### src/rtl/epoch_pkg.sv
// epoch_pkg: shared definitions for the epoch data feeder slice.
//   - Default widths and epoch length used by the top and the FIFO.
//   - Mode encoding (MODE_L = 0, MODE_H = 1).
//   - DATA_RST: value presented on `data` out of reset and after a flush.
//     It is non-zero so the consumer's "data is never zero" contract holds.
package epoch_pkg;

  localparam int DATA_W_DEF    = 16;
  localparam int EPOCH_LEN_DEF = 10;
  localparam int DEPTH_DEF     = 4;

  typedef enum logic {
    MODE_L = 1'b0,
    MODE_H = 1'b1
  } mode_e;

  localparam int DATA_RST = 1;

endpackage

### src/rtl/sec_fifo.sv
// sec_fifo: parameterised synchronous FIFO holding secret (H) words.
//   Ports:
//     clk, rst     clock and synchronous active-high reset
//     push, wdata  enqueue wdata (ignored when full)
//     pop          dequeue head word (ignored when empty)
//     flush        clear both pointers; contents become unreachable
//     rdata        current head word (valid when !empty)
//     full, empty  occupancy flags
//   Pointers carry one extra wrap bit: equal pointers mean empty, equal
//   index with different wrap bits means full.
module sec_fifo
  import epoch_pkg::*;
#(
  parameter int DEPTH  = DEPTH_DEF,
  parameter int DATA_W = DATA_W_DEF
) (
  input  logic              clk,
  input  logic              rst,
  input  logic              push,
  input  logic              pop,
  input  logic              flush,
  input  logic [DATA_W-1:0] wdata,
  output logic [DATA_W-1:0] rdata,
  output logic              full,
  output logic              empty
);

  localparam int AW = $clog2(DEPTH);

  logic [AW:0]       wr_ptr;
  logic [AW:0]       rd_ptr;
  logic [DATA_W-1:0] mem [DEPTH];
  logic              do_push;
  logic              do_pop;

  assign full    = (wr_ptr[AW] != rd_ptr[AW]) && (wr_ptr[AW-1:0] == rd_ptr[AW-1:0]);
  assign empty   = (wr_ptr == rd_ptr);
  assign do_push = push && !full;
  assign do_pop  = pop && !empty;
  assign rdata   = mem[rd_ptr[AW-1:0]];

  // Flush shares the reset path: both just return the pointers to zero.
  always_ff @(posedge clk) begin
    if (rst || flush) begin
      wr_ptr <= '0;
      rd_ptr <= '0;
    end else begin
      if (do_push) wr_ptr <= wr_ptr + (AW+1)'(1);
      if (do_pop)  rd_ptr <= rd_ptr + (AW+1)'(1);
    end
  end

  // Storage needs no reset; stale entries are unreachable once pointers clear.
  always_ff @(posedge clk) begin
    if (do_push) mem[wr_ptr[AW-1:0]] <= wdata;
  end

endmodule

### src/rtl/epoch_data_feeder.sv
// epoch_data_feeder: upstream stage for the L/H epoch state machine.
//   Ports:
//     clk, rst            clock, synchronous active-high reset (L)
//     in_valid, in_data   producer word handshake (H)
//     in_ready            FIFO has room (H)
//     timer               countdown to the next epoch switch (L)
//     mode                current epoch, 0 = L, 1 = H (L)
//     data                current secret word, never zero (H)
//     data_valid          data refreshed from the FIFO this cycle (H)
//     drop_cnt            saturating count of discarded zero words (H)
//   Optional build macro SECURE_FLUSH_EN: on the H-to-L switch cycle the
//   FIFO is cleared, data returns to DATA_RST and a same-cycle push is
//   discarded without being counted.
module epoch_data_feeder
  import epoch_pkg::*;
#(
  parameter int EPOCH_LEN = EPOCH_LEN_DEF,
  parameter int DEPTH     = DEPTH_DEF,
  parameter int DATA_W    = DATA_W_DEF
) (
  input  logic              clk,
  input  logic              rst,
  input  logic              in_valid,
  input  logic [DATA_W-1:0] in_data,
  output logic              in_ready,
  output logic [DATA_W-1:0] timer,
  output logic              mode,
  output logic [DATA_W-1:0] data,
  output logic              data_valid,
  output logic [7:0]        drop_cnt
);

  logic [DATA_W-1:0] timer_q;
  mode_e             mode_q;
  logic [DATA_W-1:0] data_q;
  logic              data_valid_q;
  logic [7:0]        drop_q;

  logic              timer_zero;
  logic              full;
  logic              empty;
  logic [DATA_W-1:0] head;
  logic              handshake;
  logic              push;
  logic              pop;
  logic              drop;
  logic              flush;

  // Timer and mode depend only on rst and their own state, never on H inputs.
  always_ff @(posedge clk) begin
    if (rst) begin
      timer_q <= DATA_W'(EPOCH_LEN);
      mode_q  <= MODE_L;
    end else if (timer_q == '0) begin
      timer_q <= DATA_W'(EPOCH_LEN);
      mode_q  <= (mode_q == MODE_L) ? MODE_H : MODE_L;
    end else begin
      timer_q <= timer_q - DATA_W'(1);
    end
  end

  assign timer_zero = (timer_q == '0);

`ifdef SECURE_FLUSH_EN
  assign flush = timer_zero && (mode_q == MODE_H);
`else
  assign flush = 1'b0;
`endif

  // A zero word is still accepted from the producer but never enqueued, so
  // the consumer can never see a zero on data.
  assign in_ready  = !full;
  assign handshake = in_valid && !full;
  assign push      = handshake && (in_data != '0) && !flush;
  assign drop      = handshake && (in_data == '0) && !flush;

  // No pops on the switch cycle so data stays stable across the boundary.
  assign pop = (mode_q == MODE_H) && !timer_zero && !empty;

  sec_fifo #(
    .DEPTH  (DEPTH),
    .DATA_W (DATA_W)
  ) u_fifo (
    .clk   (clk),
    .rst   (rst),
    .push  (push),
    .pop   (pop),
    .flush (flush),
    .wdata (in_data),
    .rdata (head),
    .full  (full),
    .empty (empty)
  );

  // data_valid is a one-cycle strobe marking a fresh word on data.
  always_ff @(posedge clk) begin
    if (rst || flush) begin
      data_q       <= DATA_W'(DATA_RST);
      data_valid_q <= 1'b0;
    end else if (pop) begin
      data_q       <= head;
      data_valid_q <= 1'b1;
    end else begin
      data_valid_q <= 1'b0;
    end
  end

  // Saturating drop counter.
  always_ff @(posedge clk) begin
    if (rst) begin
      drop_q <= '0;
    end else if (drop && (drop_q != 8'hFF)) begin
      drop_q <= drop_q + 8'd1;
    end
  end

  assign timer      = timer_q;
  assign mode       = mode_q;
  assign data       = data_q;
  assign data_valid = data_valid_q;
  assign drop_cnt   = drop_q;

endmodule

### config.mk
export PLATFORM = sky130hd
export DESIGN_NAME = epoch_data_feeder
export DESIGN_NICKNAME = d
export VERILOG_FILES = /design/src/rtl/epoch_pkg.sv /design/src/rtl/sec_fifo.sv /design/src/rtl/epoch_data_feeder.sv
export SDC_FILE = /design/constraint.sdc
export NUM_CORES = 1
export LEC_CHECK = 0
export CORE_MARGIN = 1
export CORE_UTILIZATION = 35
export DETAILED_ROUTE_END_ITERATION = 6
export GPL_TIMING_DRIVEN = 1
export PLACE_DENSITY = 0.52
export SYNTH_ARGS = -nofsm -noshare
export SYNTH_HDL_FRONTEND = slang
export SYNTH_HIERARCHICAL = 1
export SYNTH_SLANG_ARGS = --single-unit
### constraint.sdc
create_clock -name clk -period 6.1 [get_ports clk]
set_clock_uncertainty 0.2 [all_clocks]
set_input_delay 0.915 -clock clk [delete_from_list [all_inputs] [get_ports clk]]
set_output_delay 0.915 -clock clk [all_outputs]
set_load 0.03 [all_outputs]
==> impl_metrics.yaml <==
critical_path:
  required_ps: 4980
  cp_slowest_stage_delay_ps: 590
  crit_chain: "xnor2_1 > nand2_1 > nor2_1 > inv_1 > clkdlybuf4s50_1"
  endpoint_kind: "output pin"
  critPathLaunchType: "register"
  cp.arrival_ps: 2480
  path_class: "register to output pin"
  crit_slowest_cell: "clkdlybuf4s50_1"
  critPathMaxFanout: 8
synthesis:
  yosysSeqAreaShare: 0.6291
  synth_top_area_share: 0.4137
  async_reset_ff_frac: 0
  synthFlopType: "edfxtp_1"
  synthCells: 335
  yosysWarnings: 6
  synth_area_sq_um: 4646
  synthTopCellsByArea: "edfxtp_1, dfxtp_1, mux4_2"
  synth_seq_cells: 114
  ys_types: 49
  yosysTopAreaCell: "edfxtp_1"
  synth.avg_cell_area_sq_um: 13.87
  synth_edf_count: 64
route:
  wl_microns: 9329
  wl_per_cell_microns: 15.63
  viasPerCell: 4.896
  drtIter0Drc: 198
  drt_first_pass_iters: 4
  postRouteAntennaNets: 0
  drc: 0
  via_count: 2923
finish:
  area_delta_synth_final_pct: 30.22
  layout-drive-gt1-share: 0.1365
  seqCellArea_sq_um: 2923
  diodes: 0
  instances_no_fill: 597
  multiInputGateArea_sq_um: 1653
  finalNetCount: 438
  fillers: 1147
floorplan:
  initial_utilization: 0.3637
  fp.dieW_microns: 117.2
  dieArea_sq_um: 13740
  io_pins: 62
  coreArea_sq_um: 12770
  rows: 41
  fp.dieH_microns: 117.2
timing:
  timing.setup.tns_ps: 0
  rsz0062_at_grt: "no"
  tightest_slew_ps: 901.2
  maxSlewHeadroom: 0.3984
  fin_worst_hold_slack_ps: 283.1
  worst_slack_ps: 2504
  post-route-period-util: 0.5896
  setup_viol: 0
  period_needed_ps: 3596
  fmax_ghz: 0.2781
  hold_viol: 0
  drv_slew: 0
clock_tree:
  post_cts_resize_count: 0
  max-clock-path-buffers: 2
  post_cts_buffers: 0
  numCtsBuffers: 17
  cts.sink_count: 114
  clk_pin_slew_worst_paths_ps: 50
  htree_levels: 4
  cts_tree: "built"
  clk_latency_ps: 410
  cts_root_buf: "clkbuf_16"
  cts_hold_buffers: 0
pwr:
  power_leakage_uw: 0.002010
  p_comb_frac: 0.061
  clockPowerShare: 0.505
  p_per_area_nw_per_um2: 323.8
  ir_drop_v: 0.0001866
  intPower_uw: 1546
  p_switching_uw: 412.4
  power.total_uw: 1959
  power_frac_seq: 0.434
  p_sw_frac: 0.2105
global_route:
  grt.overflow.total: 0
  grt_max_degree: 35
  grt_use_met2: 0.2259
  grt_use_total: 0.1521
  grtUsageMet1: 0.1967
  use_met3: 0.04943
  grt_pass1_vias: 2836
  grt.busiest_layer: "met2"
  antenna_found_initial: 0
  grt_pass1_wl_microns: 15030
placed_design:
  dp_slack_ps: 2216
  port-buffer-count: 61
  dp_hpwl_microns: 6053
  globalplace.congestion: 0.7118
  dp_cells: 565
run:
  cap_viol_max_count: 0
min_path:
  hold_path.class: "register to register"
status:
  status: "complete, no violations"
cells by family after synthesis:
family                     synth area share
AOI/OAI and AO/OA                   0.04040
muxes                                0.1145
DFF                                  0.6291
other                             0.0008072
adders and majority gates           0.01885
and+or+nand+nor                      0.1325
buffers and inverters               0.02047
xor gates and xnor gates            0.04336
cells in the mapped netlist (all sizes together), types with 4 or more instances:
cell / instances
xnor2: 15
or3: 4
edfxtp: 64
nor3: 5
buf: 9
nor4b: 5
nand3: 7
nor2b: 5
nand4: 4
a31oi: 5
a21oi: 8
dfxtp: 50
inv: 6
o211ai: 5
nand2b: 5
ha: 7
nor4: 9
nor2: 43
nand2: 10
xor2: 8
mux4: 16
mux2i: 16
worst max-delay path, delay by kind of cell (launching register included):
family	cells	cell delay, ps
XOR/XNOR	1	520
buffers and inverters	2	650
flip-flops	1	400
AND/OR/NAND/NOR	2	510
metrics by stage:
| step | util | area, sq um |
|---|---|---|
| 2_1_floorplan | - | 4664 |
| 3_3_place_gp | 0.4270 | 5454 |
| 3_5_place_dp | 0.4270 | 5454 |
| 4_1_cts | 0.4736 | 6050 |
| 5_1_grt | 0.4736 | 6050 |
| 6_report | 0.4736 | 6050 |
flip-flops by register name, indices dropped and copies added (netlist names), named ones only:
name / count
u_fifo/rd_ptr: 3
drop_cnt: 8
u_fifo/wr_ptr: 3
mode: 1
data: 16
timer: 16
u_fifo/mem: 64
data_valid: 1
cells in the final DEF (no fill, tap or decap), drive strengths merged, types with 9 or more instances in the layout:
| cell | synthesis | final |
|---|---|---|
| clkbuf | 3 | 21 |
| mux4 | 16 | 16 |
| nor4 | 9 | 9 |
| nand2 | 10 | 10 |
| edfxtp | 64 | 64 |
| mux2i | 16 | 16 |
| xnor2 | 15 | 15 |
| clkdlybuf4s50 | 0 | 61 |
| nor2 | 43 | 43 |
| dfxtp | 50 | 50 |
per-layer routing:
metal  part of all wire  vias up
met5                  0        -
met1               0.46     1429
met2               0.47       73
li1                   -     1407
met4              0.019        0
met3              0.050       14
power by group through the flow:
stage | Sequential (uW) | Clock, uW | Combinational, uW
final | 850 | 990 | 119
after global routing | 852 | 1050 | 131
after CTS | 850 | 1020 | 120
after detailed placement | 866 | 0 | 120
after global placement | 865 | 0 | 119
after floorplan | 879 | 0 | 55.0
path summary, 6_finish.rpt:
check | from | slack [ps] | cells after the start | to
hold / removal | timer[9] | 280 | 2 | timer[9]
setup reg to reg | u_fifo/wr_ptr[0] | 2770 | 7 | u_fifo/mem[2][12]
setup / recovery | u_fifo/wr_ptr[0] | 2500 | 5 | in_ready
hold reg to reg | timer[9] | 280 | 2 | timer[9]
final cells by class:
cell class,instances,share of cell area
sequential,114,0.4831
multi-input combinational,208,0.2732
timing repair buffer,65,0.1059
clock buffer,21,0.07611
tap,172,0.03557
clock inverter,11,0.02234
inverter,6,0.003723
Power figures use the tool's default switching activity.
